$ cat config.mk
export PLATFORM = sky130hd
export DESIGN_NAME = perceptron_trainer
export DESIGN_NICKNAME = d
export VERILOG_FILES = /design/src/rtl/perceptron_trainer.sv
export SDC_FILE = /design/constraint.sdc
export NUM_CORES = 1
export LEC_CHECK = 0
export ABC_AREA = 0
export BUFFER_PORTS_ARGS = -buffer_cell sky130_fd_sc_hd__clkbuf_2
export CORE_UTILIZATION = 50
export CTS_CLUSTER_SIZE = 10
export DETAILED_ROUTE_END_ITERATION = 10
export PLACE_DENSITY = 0.81
export SYNTH_ARGS = -nofsm -noshare
export SYNTH_HDL_FRONTEND = slang
export SYNTH_SLANG_ARGS = --single-unit
export TNS_END_PERCENT = 100
$ cat constraint.sdc
create_clock -name clk -period 3.05 [get_ports clk]
set_input_delay 0.61 -clock clk [delete_from_list [all_inputs] [get_ports clk]]
set_output_delay 0.61 -clock clk [all_outputs]
set_load 0.02 [all_outputs]
$ cat src/rtl/perceptron_trainer.sv
// Single-layer perceptron over a 4-bit binary feature vector with on-line training.
// Forward pass is one weight per cycle; a misclassified sample triggers a saturating update.
module perceptron_trainer #(
  parameter int DATA_W     = 8,
  parameter int LR         = 1,
  parameter int CONV_COUNT = 16
) (
  input  logic              clk,
  input  logic              rst,
  input  logic [3:0]        sample_x,
  input  logic              sample_t,
  input  logic              sample_valid,
  output logic              sample_ready,
  input  logic              wr_en,
  input  logic [2:0]        wr_sel,
  input  logic [DATA_W-1:0] wr_data,
  input  logic [2:0]        rd_sel,
  output logic [DATA_W-1:0] rd_data,
  output logic              result_valid,
  output logic              y_out,
  output logic              err_out,
  output logic              converged
);

  localparam int ACC_W = DATA_W + 3;
  localparam int CNT_W = $clog2(CONV_COUNT + 1);
  localparam logic signed [DATA_W+1:0] SAT_MAX = (DATA_W+2)'((1 <<< (DATA_W - 1)) - 1);
  localparam logic signed [DATA_W+1:0] SAT_MIN = ~SAT_MAX;
  localparam logic signed [DATA_W+1:0] LR_EXT  = (DATA_W+2)'(LR);

  typedef enum logic [2:0] {IDLE, ACC0, ACC1, ACC2, ACC3, DECIDE, UPDATE, DONE} state_t;

  state_t                    state, state_nxt;
  logic signed [DATA_W-1:0]  w [4];
  logic signed [DATA_W-1:0]  bias;
  logic signed [ACC_W-1:0]   acc;
  logic [3:0]                x_r;
  logic                      t_r;
  logic                      y_r;
  logic [CNT_W-1:0]          cnt;
  logic [1:0]                acc_idx;
  logic                      y_dec, err_dec;

  // Two guard bits make the +/-LR step exact before clamping.
  function automatic logic signed [DATA_W-1:0] step_sat(input logic signed [DATA_W-1:0] v,
                                                        input logic up);
    logic signed [DATA_W+1:0] s;
    s = {{2{v[DATA_W-1]}}, v};
    s = up ? s + LR_EXT : s - LR_EXT;
    if (s > SAT_MAX)      return SAT_MAX[DATA_W-1:0];
    else if (s < SAT_MIN) return SAT_MIN[DATA_W-1:0];
    else                  return s[DATA_W-1:0];
  endfunction

  assign sample_ready = (state == IDLE) & ~wr_en;
  assign result_valid = (state == DONE);
  assign converged    = (cnt == CNT_W'(CONV_COUNT));
  assign y_dec        = ~acc[ACC_W-1];
  assign err_dec      = y_dec ^ t_r;

  always_comb begin
    acc_idx = 2'd0;
    case (state)
      ACC1:    acc_idx = 2'd1;
      ACC2:    acc_idx = 2'd2;
      ACC3:    acc_idx = 2'd3;
      default: acc_idx = 2'd0;
    endcase
  end

  always_comb begin
    state_nxt = state;
    case (state)
      IDLE:    if (sample_valid && sample_ready) state_nxt = ACC0;
      ACC0:    state_nxt = ACC1;
      ACC1:    state_nxt = ACC2;
      ACC2:    state_nxt = ACC3;
      ACC3:    state_nxt = DECIDE;
      DECIDE:  state_nxt = err_dec ? UPDATE : DONE;
      UPDATE:  state_nxt = DONE;
      DONE:    state_nxt = IDLE;
      default: state_nxt = IDLE;
    endcase
  end

  always_comb begin
    rd_data = '0;
    if (!rd_sel[2])          rd_data = w[rd_sel[1:0]];
    else if (rd_sel == 3'd4) rd_data = bias;
  end

  always_ff @(posedge clk) begin
    if (rst) begin
      state   <= IDLE;
      for (int unsigned i = 0; i < 4; i++) w[i] <= '0;
      bias    <= '0;
      acc     <= '0;
      x_r     <= '0;
      t_r     <= 1'b0;
      y_r     <= 1'b0;
      cnt     <= '0;
      y_out   <= 1'b0;
      err_out <= 1'b0;
    end else begin
      state <= state_nxt;
      case (state)
        IDLE: begin
          if (wr_en) begin
            if (!wr_sel[2])          w[wr_sel[1:0]] <= wr_data;
            else if (wr_sel == 3'd4) bias           <= wr_data;
            cnt <= '0;
          end else if (sample_valid) begin
            x_r <= sample_x;
            t_r <= sample_t;
            acc <= {{3{bias[DATA_W-1]}}, bias};
          end
        end
        ACC0, ACC1, ACC2, ACC3: begin
          if (x_r[acc_idx]) acc <= acc + {{3{w[acc_idx][DATA_W-1]}}, w[acc_idx]};
        end
        // A correct decision publishes its result on the way into DONE;
        // an error defers publication until UPDATE so both paths share DONE.
        DECIDE: begin
          y_r <= y_dec;
          if (!err_dec) begin
            y_out   <= y_dec;
            err_out <= 1'b0;
            if (cnt != CNT_W'(CONV_COUNT)) cnt <= cnt + 1'b1;
          end
        end
        UPDATE: begin
          bias <= step_sat(bias, t_r);
          for (int unsigned i = 0; i < 4; i++)
            if (x_r[i]) w[i] <= step_sat(w[i], t_r);
          y_out   <= y_r;
          err_out <= 1'b1;
          cnt     <= '0;
        end
        default: ;
      endcase
    end
  end

endmodule

# Word level (Yosys, flattened, before mapping)

Memories as Yosys holds them, arrays and structs flattened.
Cells that the tools add are included.

Memories: 1
Input port bits: 23
Bits in writable memories: 32
Output and inout port bits: 13
Bits in registers: 35
Word-level logic and storage cells: 155

Magnitude comparators: 11
Bitwise logic cells: 8
Muxes and demuxes: 81
Reduce and logical (&&, ||, !) cells: 13
Eq/ne operators: 20
Add/subtract/negate cells: 12

Memory list:

| memory | depth | width | rd ports | clocked after memory_dff | wr ports | RTL line | text |
|---|---|---|---|---|---|---|---|
| w      | 4     | 8     | 6        | 0                        | 4        | 34       | `logic signed [DATA_W-1:0] w [4];` |

Operators with widths:

| kind                | count |
|---|---|
| $mux 8              | 32 |
| $gt 10x8->1 const B | 5 |
| $lt 10x8->1 const B | 5 |
| $mux 10             | 5 |
| $add 8x2->9 const B | 5 |
| $sub 8x2->9 const B | 5 |
| $mux 11             | 3 |
| $mux 1              | 28 |
| $pmux 3 s8          | 1 |
| $pmux 11 s2         | 1 |
| $eq 3x3->1 const B  | 6 |
| $pmux 8 s2          | 1 |
| $mux 5              | 3 |
| $pmux 5 s3          | 1 |
| $ne 2x2->1 const B  | 7 |
| $reduce_and 4->1    | 3 |
| $add 11x11->11      | 1 |
| $reduce_or 8->1     | 1 |
| $eq 3x2->1 const B  | 2 |
| $pmux 2 s3          | 1 |
| $reduce_bool 2->1   | 3 |
| $add 5x1->5 const B | 1 |
| $eq 5x5->1 const B  | 1 |
| $ne 5x5->1 const B  | 1 |
| other kinds (17)    | 23 |

# Depth between registers and ports, before layout

Gate-level depths: netlist of the first run.

Word-level depth: 10
Gate-level depth with buffers: 14
Depth with buffers taken out: 13

# Worst setup path before layout of the first run

Ideal clock, no wire load.

Path type: register to register
From: register state[0]
To: register acc[7]
Required time: 2.930 ns
Buffers on the path: 1
Arrival: 3.146 ns
Setup slack: -0.215 ns
Cell stages (with the launch flop): 12
Setup time: 0.120 ns
Clock period less this slack: 3.265 ns
Path through: dfxtp_1 > clkbuf_8 > or3b_2 > o21ai_2 > mux4_2 > ha_1 > a211oi_1 > o21bai_1 > a2111o_1 > a21oi_1 > nor3b_1 > a211o_1

Cells in the longest elaborated chain, start to end: 6
Elaborated cells between the ends (all ways): 18
Those cells by class: add/sub: 1; eq/ne: 7; mux: 5; reduce/logical: 4; memory: 1

RTL lines:

| item                                            | RTL line | text |
|---|---|---|
| start, declared                                 | 33       | `state_t state, state_nxt;` |
| start signal, assigned                          | 105      | `state <= state_nxt;` |
| $eq 3x3->1 or $eq 3x2->1 (tied branches)        | 63, 106  |  |
| $pmux 2 s3                                      | 63       | `case (state)` |
| $mem_v2 4x8 or $bmux 1 s2 (tied branches)       | n/a      |  |
| $add 11x11->11 or $mux 1 (tied branches)        | 119      | `if (x_r[acc_idx]) acc <= acc + {{3{w[acc_idx][DATA_W-1]}}, w[acc_idx]};` |
| $mux 11 or $ne 2x2->1 (tied branches)           | n/a      |  |
| $pmux 11 s2 or $reduce_and 4->1 (tied branches) | n/a      |  |
| end signal, assigned                            | 115      | `acc <= {{3{bias[DATA_W-1]}}, bias};` |
| end signal, assigned                            | 119      |  |
| end, declared                                   | 36       | `logic signed [ACC_W-1:0] acc;` |

Parallel ways exist; a longest one is shown, timed or not. The select of a mux whose other input is x is not followed.
A chain may end at the register's enable or synchronous reset.

# Final worst setup path of the first run

From: register state[1]
To: register acc[8]

Same word-level chain as after synthesis.

==> impl_metrics.json, run 1 <==
{
  "critPathArrivalTime_ns": 3.25,
  "internal_power_mw": 2.04,
  "synthToLayoutAreaGrowth_pct": 15.4,
  "r2r_cells": 10,
  "relSlewSlack": 0.400,
  "grt_pass1_vias": 5675,
  "power_switching_uw": 990,
  "place_ws_ns": -0.0620,
  "fin_crit_ns": 2.97,
  "cp_slowest_stage_delay_ns": 0.56,
  "grt_pass1_wl_mm": 28.7,
  "die-area_um2": 12600,
  "seq_area_frac_synth": 0.273,
  "cts_buffer_depth": 2,
  "clkTransAtPathRegs_ns": 0.06,
  "io_buffers": 35,
  "tightestPinTransition_ns": 0.893,
  "power_frac_comb": 0.321,
  "syn-instance-count": 701,
  "final_layout_size_suffix_gt1_frac": 0.187,
  "cp_slowest_cell": "mux4_2",
  "fin_util": 0.603,
  "synthArstFlopShare": 0,
  "timing.fmax_mhz": 336,
  "clk_latency_ns": 0.34,
  "multi_input_area_um2": 4310,
  "synth_ff_type": "dfxtp_1",
  "synth_fp_nets": 777,
  "outcome": "finished, final reports clean",
  "grt_max_degree": 33,
  "synth.avg_cell_area_um2": 8.69,
  "cp_max_fo": 6,
  "clockPowerShare": 0.334,
  "hold_buffers": 0,
  "crit_chain": "or3b_4, o21ai_4, mux4_2, ha_4, nor2b_1, o31a_1, o31ai_2, xor2_1, a211o_1, a21oi_2",
  "routedWlPerCell_um": 19.6,
  "cp.depth": 10,
  "drc": 0,
  "cp-end-kind": "register",
  "routed_wl_mm": 17.9,
  "fin_ws_ns": 0.0763,
  "layout.nets": 841,
  "synth_edf_count": 32,
  "hold_viol": 0,
  "ys_types": 72,
  "ys_seq_elements": 67,
  "syn_area_um2": 6090,
  "clock-sinks": 67,
  "hold_class": "reg -> reg",
  "irDropWorstVdd_mv": 0.255,
  "setup_viol": 0,
  "die_y_um": 112,
  "critical_path.top_delay_family": "compound AO/OA/AOI/OAI gates",
  "initial_core_util": 0.522,
  "leakagePower_nw": 2.78,
  "swShare": 0.327,
  "pin_count": 36,
  "fin_skew_ns": 0.00799,
  "globalRouteTotalUtil": 0.292,
  "num_vias": 5956,
  "dr.pass1.iters": 5,
  "drv_slew": 0,
  "finalCritPeriodShare": 0.975,
  "dp_hpwl_mm": 13.8,
  "holdPathStages": 2,
  "cts_buffers": 9,
  "cts_htree_levels": 3,
  "seqPwrFrac": 0.345,
  "maxCapViolCount": 0,
  "seqCellArea_um2": 1670,
  "yosysWarnings": 0,
  "place_congestion": 0.916,
  "fillCellCount": 994,
  "ant_nets": 0,
  "drt-initial-drc-count": 352,
  "rsz0062_at_grt": "yes",
  "overflow": 0,
  "path_buf_inv": 0,
  "via_per_inst": 6.52,
  "clockRootBuffer": "clkbuf_16",
  "coreArea_um2": 11700,
  "die_x_um": 112,
  "startpoint_type": "register",
  "p_per_area_nw_per_um2": 430,
  "tritoncts": "built",
  "fp-row-count": 39,
  "antenna_found_initial": 0,
  "antenna-diode-count": 0,
  "crit_type": "reg -> reg",
  "cp.required_ns": 3.33
}
-- layout make-up --
type / instances / share of cell area
Clock inverter: 3 / 0.00552
Timing Repair Buffer: 70 / 0.0646
Multi-Input combinational cell: 582 / 0.613
Tap cell: 143 / 0.0254
Clock buffer: 13 / 0.0342
Inverter: 35 / 0.0192
Sequential cell: 67 / 0.238
-- cells by family (layout without fill, tap and decap cells) --
| kind of cell | Yosys count | after routing | share of synthesized area |
|---|---|---|---|
| buffers and inverters | 52 | 121 | 0.0435 |
| AOI/OAI and AO/OA | 254 | 254 | 0.275 |
| adders and majority gates | 53 | 53 | 0.116 |
| xor gates and xnor gates | 26 | 26 | 0.0374 |
| muxes | 21 | 21 | 0.0653 |
| and+or+nand+nor | 228 | 228 | 0.190 |
| DFF | 67 | 67 | 0.273 |
-- registers in the layout, summed over array words and instances (netlist names) --
signal	count
acc	11
bias	8
y_out	1
w	32
err_out	1
cnt	5
t_r	1
x_r	4
y_r	1
state	3
-- timing repair --
action / 4_1_cts / 5_1_grt
pin swaps: 1 / 9
setup buffers: 2 / 3
endpoints found under the setup margin: 2 / 13
resized for setup: 3 / 17
gates cloned: 0 / 0
-- path summary, 6_finish.rpt --
check,start,to,slack (ns)
min,acc[8],acc[8],0.49
max reg2reg,state[1],acc[8],0.08
min reg2reg,acc[8],acc[8],0.49
max,state[1],acc[8],0.08
-- worst min-delay path: stages (launching register included) --
cell,delay (ns)
dfxtp_1,0.32
nand2_1,0.07
a21oi_2,0.05
-- routing by layer --
metal / wire [µm] / up-vias / track usage / share of wire
met3: 1600 / 42 / 0.0583 / 0.089
li1: - / 2768 / - / -
met4: 514 / 0 / 0.109 / 0.029
met2: 8580 / 281 / 0.487 / 0.48
met1: 7240 / 2865 / 0.376 / 0.40
met5: 0 / - / 0 / 0
-- cell usage after synthesis (all sizes together), types with 3 or more instances --
master / number / share of area
o21bai: 7 / 0.0086
edfxtp: 32 / 0.16
or2: 4 / 0.0041
nor2b: 14 / 0.014
and3: 3 / 0.0031
o31ai: 6 / 0.0074
nor2: 55 / 0.034
o31a: 6 / 0.0086
or3: 13 / 0.013
a21bo: 3 / 0.0049
a211oi: 16 / 0.021
a22oi: 4 / 0.0049
nand2b: 21 / 0.022
or3b: 5 / 0.0076
nand3b: 3 / 0.0037
nand3: 7 / 0.0066
a22o: 6 / 0.0086
ha: 47 / 0.097
o21a: 11 / 0.014
inv: 34 / 0.021
fa: 6 / 0.020
nand4: 4 / 0.0041
a32oi: 4 / 0.0058
buf: 3 / 0.0035
and2: 3 / 0.0031
dfxtp: 35 / 0.12
clkbuf: 14 / 0.018
nand2: 73 / 0.045
mux2i: 6 / 0.0099
nor3: 11 / 0.011
a21o: 14 / 0.017
o41ai: 3 / 0.0068
xnor2: 20 / 0.029
xor2: 6 / 0.0086
nor3b: 4 / 0.0066
o211ai: 8 / 0.0099
a211o: 7 / 0.010
mux4: 15 / 0.055
a2111oi: 8 / 0.012
a21oi: 58 / 0.048
o21ai: 76 / 0.063
-- stage by stage --
step	instances	hold WS [ns]	setup TNS, ns	power (mW)	instance area, µm²
2_1_floorplan	701	0.436	-0.0511	1.73	6170
3_3_place_gp	892	0.452	0	1.94	6630
3_5_place_dp	892	0.470	-0.0620	1.97	6630
4_1_cts	910	0.479	0	2.99	6940
5_1_grt	913	0.525	-0.138	3.16	7030
6_report	913	0.486	0	3.03	7030
-- layout by cell type, fill, tap and decap left out, types with 5 or more instances in the layout --
cell,Yosys,layout
a2111oi_0,8,8
a211o_1,7,7
a211oi_1,14,11
a211oi_2,2,5
a21o_1,13,13
a21oi_1,57,52
a21oi_2,1,5
a22o_1,6,6
buf_4,0,33
clkbuf_16,0,9
clkbuf_2,0,35
dfxtp_1,35,32
edfxtp_1,32,32
fa_1,6,5
ha_1,47,41
ha_4,0,6
inv_1,34,33
mux2i_1,6,6
mux4_2,15,15
nand2_1,73,73
nand2b_1,21,20
nand3_1,6,6
nor2_1,55,55
nor2b_1,14,14
nor3_1,10,10
o211ai_1,8,8
o21a_1,11,11
o21ai_0,75,72
o21bai_1,7,7
o31a_1,6,6
o31ai_1,6,5
or3_1,13,13
xnor2_1,20,20
xor2_1,6,6
-- power groups by stage --
stage | sequential [mW] | clock, mW | combinational (mW)
global route | 1.05 | 1.05 | 1.07
detailed placement | 1.06 | 0 | 0.918
global placement | 1.05 | 0 | 0.883
floorplan | 1.03 | 0 | 0.693
finish | 1.04 | 1.01 | 0.972
CTS | 1.04 | 1.02 | 0.932
Note: power is estimated with default switching activity, not from simulation.
==> run 2, diff against run 1 <==
--- a/config.mk
+++ b/config.mk
@@ -8,6 +8,7 @@
 export ABC_AREA = 0
 export BUFFER_PORTS_ARGS = -buffer_cell sky130_fd_sc_hd__clkbuf_2
 export CORE_UTILIZATION = 50
+export CTS_BUF_LIST = sky130_fd_sc_hd__clkbuf_8
 export CTS_CLUSTER_SIZE = 10
 export DETAILED_ROUTE_END_ITERATION = 10
 export PLACE_DENSITY = 0.81
==> run 2 against run 1 <==
  * Worst setup slack got worse by 0.014 ns
  * Clock power decreased by 30%
  * Core utilization decreased by 0.90 points
  * Critical path depth increased by 1
  * Cell count unchanged
  * Sequential cell count unchanged
  * Wire length decreased by 0.23%
  * Clock-buffer cell count decreased by 4
==> impl_metrics.json, run 2 (synthesized netlist as in run 1, its figures left out) <==
{
  "outcome": "finished, final reports clean",
  "fin_ws_ns": 0.0622,
  "clock-sinks": 67,
  "layout.nets": 841,
  "clockRootBuffer": "clkbuf_8",
  "setup_viol": 0,
  "placed_cell_area_um2": 6630,
  "dp_hpwl_mm": 13.8,
  "reg2reg_slack_ns": 0.06,
  "antenna_found_initial": 0,
  "maxCapViolCount": 0,
  "cts_buffers": 9,
  "antenna-diode-count": 0,
  "drt-initial-drc-count": 469,
  "p_per_area_nw_per_um2": 392,
  "synthToLayoutAreaGrowth_pct": 13.7,
  "fin_util": 0.594,
  "reg_top3": "w x32, acc x11, bias x8",
  "leakagePower_nw": 2.75,
  "hp-start": "acc[8]",
  "fin_area_um2": 6930,
  "clk_latency_ns": 0.36,
  "r2r-start": "state[1]",
  "place_ws_ns": -0.0620,
  "grt_pass1_vias": 5722,
  "startpoint_type": "register",
  "die-area_um2": 12600,
  "clkTransAtPathRegs_ns": 0.08,
  "design_power_total_mw": 2.72,
  "cp.required_ns": 3.35,
  "globalRouteTotalUtil": 0.291,
  "multi_input_area_um2": 4310,
  "fp-row-count": 39,
  "relSlewSlack": 0.420,
  "holdPathStages": 2,
  "num_vias": 5960,
  "timing.fmax_mhz": 335,
  "cp-end-kind": "register",
  "ant_nets": 0,
  "cp_slowest_cell": "mux4_2",
  "cts_htree_levels": 3,
  "crit_type": "reg -> reg",
  "overflow": 0,
  "grt_pass1_wl_mm": 28.6,
  "final_cell_mix": "nand2_1 (73), o21ai_0 (73), nor2_1 (55), a21oi_1 (53), ha_1 (41)",
  "routedWlPerCell_um": 19.6,
  "rsz0062_at_grt": "yes",
  "tns_ns": 0,
  "tightestPinTransition_ns": 0.863,
  "pin_count": 36,
  "seqCellArea_um2": 1670,
  "die_x_um": 112,
  "drc": 0,
  "dpl.cell_count": 892,
  "crit_chain": "or3b_4, o21ai_4, mux4_2, inv_1, fa_2, nor2b_1, o31a_1, o31ai_2, xor2_1, a211o_1, a21oi_2",
  "routed_wl_mm": 17.9,
  "r2r_end": "acc[8]",
  "hold_class": "reg -> reg",
  "fin_crit_ns": 2.99,
  "coreArea_um2": 11700,
  "grt_max_degree": 33,
  "regMostFlops": "w",
  "irDropWorstVdd_mv": 0.274,
  "cp_slowest_stage_delay_ns": 0.58,
  "drv_slew": 0,
  "hold_buffers": 0,
  "tritoncts": "built",
  "hold_path_end": "acc[8]",
  "fin_skew_ns": 0.00836,
  "die_y_um": 112,
  "cts_buffer_depth": 2,
  "whs_ns": 0.487,
  "place_congestion": 0.916,
  "io_buffers": 35,
  "cp_max_fo": 6,
  "hold_viol": 0,
  "initial_core_util": 0.522,
  "final_layout_size_suffix_gt1_frac": 0.186,
  "finalCritPeriodShare": 0.980,
  "via_per_inst": 6.53,
  "critPathArrivalTime_ns": 3.29,
  "final_cells": 913,
  "largest_register_ffs": 32,
  "fillCellCount": 1015,
  "r2r_cells": 11,
  "dr.pass1.iters": 5
}
==> run 2: routing by layer <==
metal / vias to the layer above / global-route usage / wire (µm)
li1: 2765 / - / -
met1: 2846 / 0.374 / 7120
met2: 289 / 0.483 / 8510
met3: 60 / 0.0432 / 1580
met4: 0 / 0.140 / 675
met5: - / 0 / 0
==> run 2: what timing repair did <==
item | in CTS | in global routing
hold endpoints to repair | 0 | 0
buffers inserted | 2 | 3
endpoints found under the setup margin | 2 | 13
gates resized for setup | 3 | 15
pin swaps | 1 | 8
==> run 2: worst max-delay path by stage <==
stage / startpoint / to / slack (ns) / depth (start not counted)
floorplan: state[0] / acc[7] / -0.05 / 11
global placement: state[1] / acc[7] / 0.04 / 10
detailed placement: state[2] / acc[8] / -0.06 / 14
CTS: state[2] / acc[8] / 0.02 / 14
global route: state[0] / acc[8] / -0.1 / 12
finish: state[1] / acc[8] / 0.06 / 11
==> run 2: power by group <==
part / leakage, nW / switching [mW] / internal [mW]
combinational: 2.03 / 0.552 / 0.419
clock: 0.106 / 0.343 / 0.362
sequential: 0.617 / 0.0570 / 0.984
==> run 2: critical path: cells and delay by family (launching register included) <==
| kind | cells | cell delay [ns] |
|---|---|---|
| adders and majority gates | 1 | 0.20 |
| AOI/OAI and AO/OA | 5 | 1.13 |
| DFF | 1 | 0.36 |
| buffers and inverters | 1 | 0.11 |
| and+or+nand+nor | 2 | 0.46 |
| xor gates and xnor gates | 1 | 0.10 |
| muxes | 1 | 0.58 |
==> run 2: final cells by class <==
class | instances | area share
multi-input combinational | 582 | 0.622
sequential | 67 | 0.241
timing repair buffer | 70 | 0.0656
tap | 143 | 0.0258
inverter | 35 | 0.0195
clock buffer | 9 | 0.0179
clock inverter | 7 | 0.00777
==> run 3, diff against run 2 <==
--- a/config.mk
+++ b/config.mk
@@ -5,8 +5,8 @@
 export SDC_FILE = /design/constraint.sdc
 export NUM_CORES = 1
 export LEC_CHECK = 0
-export ABC_AREA = 0
-export BUFFER_PORTS_ARGS = -buffer_cell sky130_fd_sc_hd__clkbuf_2
+export ABC_AREA = 1
+export BUFFER_PORTS_ARGS = -buffer_cell sky130_fd_sc_hd__buf_2
 export CORE_UTILIZATION = 50
 export CTS_BUF_LIST = sky130_fd_sc_hd__clkbuf_8
 export CTS_CLUSTER_SIZE = 10
==> run 3 against run 2 <==
  * Hold slack improved by 0.00054 ns
  * Global-route usage fell by 1.6 points
  * Die area rose by 2.1%
  * Worst setup slack improved by 0.29 ns
  * Register-to-register slack improved by 0.29 ns
  * Total power rose by 47%
  * Synthesized cell count rose by 30%
  * Non-clock buffer count fell by 30
  * Cell area fell by 2.2%
  * Sequential power rose by 9%
  * Via count rose by 2.7%
  * Clock-buffer cell count did not move
==> impl_metrics.json, run 3 <==
{
  "placed_cell_area_um2": 6560,
  "hold_class": "reg -> reg",
  "routedWlPerCell_um": 14.9,
  "synth_fp_nets": 986,
  "timing.fmax_mhz": 371,
  "place_ws_ns": 0.265,
  "ys_seq_elements": 67,
  "fin_crit_ns": 2.70,
  "antenna_found_initial": 0,
  "grt_pass1_wl_mm": 27.7,
  "num_vias": 6123,
  "critPathArrivalTime_ns": 3.00,
  "fin_area_um2": 6770,
  "dp_hpwl_mm": 13.0,
  "cts_htree_levels": 3,
  "largest_register_ffs": 32,
  "drv_slew": 0,
  "tritoncts": "built",
  "fin_util": 0.561,
  "synth.avg_cell_area_um2": 6.84,
  "relSlewSlack": 0.657,
  "die_y_um": 114,
  "synth_ff_type": "dfxtp_1",
  "fillCellCount": 1167,
  "synth_edf_count": 32,
  "ys_types": 47,
  "drt-initial-drc-count": 405,
  "cp_max_fo": 10,
  "die-area_um2": 12900,
  "cts_buffer_depth": 2,
  "place_congestion": 0.922,
  "coreArea_um2": 12100,
  "tightestPinTransition_ns": 0.513,
  "cp-end-kind": "register",
  "final_layout_size_suffix_gt1_frac": 0.138,
  "ys_top_cells_by_count": "nand2_1 (268), inv_1 (92), a21oi_1 (66), nor2_1 (66), nand3_1 (55)",
  "fin_skew_ns": 0.00669,
  "design_power_total_mw": 3.99,
  "regMostFlops": "w",
  "cp_slowest_cell": "dfxtp_1",
  "pin_count": 36,
  "synthArstFlopShare": 0,
  "clock-sinks": 67,
  "irDropWorstVdd_mv": 0.254,
  "seq_area_frac_synth": 0.267,
  "cp.required_ns": 3.35,
  "clockRootBuffer": "clkbuf_8",
  "grt_max_degree": 28,
  "p_per_area_nw_per_um2": 590,
  "rsz0062_at_grt": "no",
  "syn-instance-count": 910,
  "antenna-diode-count": 0,
  "routed_wl_mm": 16.7,
  "die_x_um": 114,
  "yosysMostFrequentCell": "nand2_1",
  "ant_nets": 0,
  "cts_buffers": 9,
  "initial_core_util": 0.516,
  "yosys-top-cells-area": "nand2_1 (16%), edfxtp_1 (15%), dfxtp_1 (11%)",
  "whs_ns": 0.488,
  "cp_slowest_stage_delay_ns": 0.45,
  "finalCritPeriodShare": 0.884,
  "layout.nets": 1022,
  "overflow": 0,
  "dpl.cell_count": 1103,
  "reg_top3": "w x32, acc x11, bias x8",
  "hold_buffers": 0,
  "maxCapViolCount": 0,
  "path_buf_inv": 3,
  "fp-row-count": 40,
  "cts_resized": 0,
  "yosysWarnings": 0,
  "mostFrequentLayoutCell": "nand2_1",
  "dr.pass1.iters": 8,
  "clkTransAtPathRegs_ns": 0.07,
  "globalRouteTotalUtil": 0.275,
  "synthToLayoutAreaGrowth_pct": 8.81,
  "crit_type": "reg -> reg",
  "syn_area_um2": 6220,
  "outcome": "finished, final reports clean",
  "clk_latency_ns": 0.36,
  "io_buffers": 35,
  "startpoint_type": "register",
  "cts_setup_buffers": 0,
  "critical_path.top_delay_family": "compound AO/OA/AOI/OAI gates",
  "final_cell_mix": "nand2_1 (268), inv_1 (93), nor2_1 (66), a21oi_1 (66), nand3_1 (55)",
  "via_per_inst": 5.47,
  "final_cells": 1119,
  "grt_pass1_vias": 5682,
  "setup_viol": 0,
  "hold_viol": 0,
  "fin_ws_ns": 0.353,
  "synthDominantCellAreaShare": 0.162,
  "tns_ns": 0,
  "yosys.area.top_type": "nand2_1",
  "drc": 0,
  "crit_chain": "inv_2, nand2_1, nand2_2, nand2_4, inv_4, o21ai_0, a21oi_1, a21oi_1, ha_1, inv_1, fa_1, o21ai_2, nand2_1, nand2_1, o21ai_0, a21oi_1, nor2_1, nor2_1",
  "leakagePower_nw": 3.18
}
==> run 3: changes by cell type in the layout (fill, tap and decap cells not counted), moves of 13 or more <==
cell / delta
o21ai_0: -20
inv_1: +56
or3_1: -13
nand2b_1: -20
a21oi_1: +13
o21ai_1: +13
inv_2: +24
buf_4: -28
nand2_1: +195
nor2b_1: -14
nand3_1: +49
buf_2: +35
clkbuf_2: -35
mux4_2: -15
==> run 3: final timing paths <==
kind              endpoint  cells past startpoint      from  slack (ns)
setup / recovery    acc[8]                     18  state[1]        0.35
hold / removal     err_out                      2   err_out        0.49
setup reg to reg    acc[8]                     18  state[1]        0.35
hold reg to reg    err_out                      2   err_out        0.49
==> run 3: area by class of cell <==
cell class	instances	area, µm²	share of cell area
multi-input combinational	709	4030	0.594
clock buffer	9	124	0.0183
clock inverter	7	83.8	0.0124
timing repair buffer	40	213	0.0314
inverter	119	454	0.0671
sequential	67	1660	0.245
tap	168	210	0.0310
==> run 3: logic make-up (layout without fill, tap and decap cells) <==
group	after synthesis	count (layout)	share of synthesized area
DFF	67	67	0.267
AOI/OAI and AO/OA	179	179	0.164
buffers and inverters	134	175	0.0869
and+or+nand+nor	443	443	0.319
xor gates and xnor gates	34	34	0.0491
adders and majority gates	53	53	0.114
==> run 3: power by group <==
group | internal, mW | switching (mW) | total (mW)
clock | 0.450 | 0.354 | 0.804
combinational | 0.715 | 1.34 | 2.06
sequential | 1.04 | 0.0912 | 1.13
total | 2.20 | 1.79 | 3.99
==> run 3: worst min-delay path, cell delays in order (launching register included) <==
cell	delay (ns)
dfxtp_1	0.32
o21ai_0	0.07
a21oi_1	0.06
==> run 3: metal layers <==
layer | track usage | wire length [µm] | vias to the layer above
met3 | 0.0340 | 1350 | 49
met4 | 0.135 | 651 | 0
met2 | 0.444 | 7400 | 238
li1 | - | - | 3084
met5 | 0 | 0 | -
met1 | 0.366 | 7280 | 2752
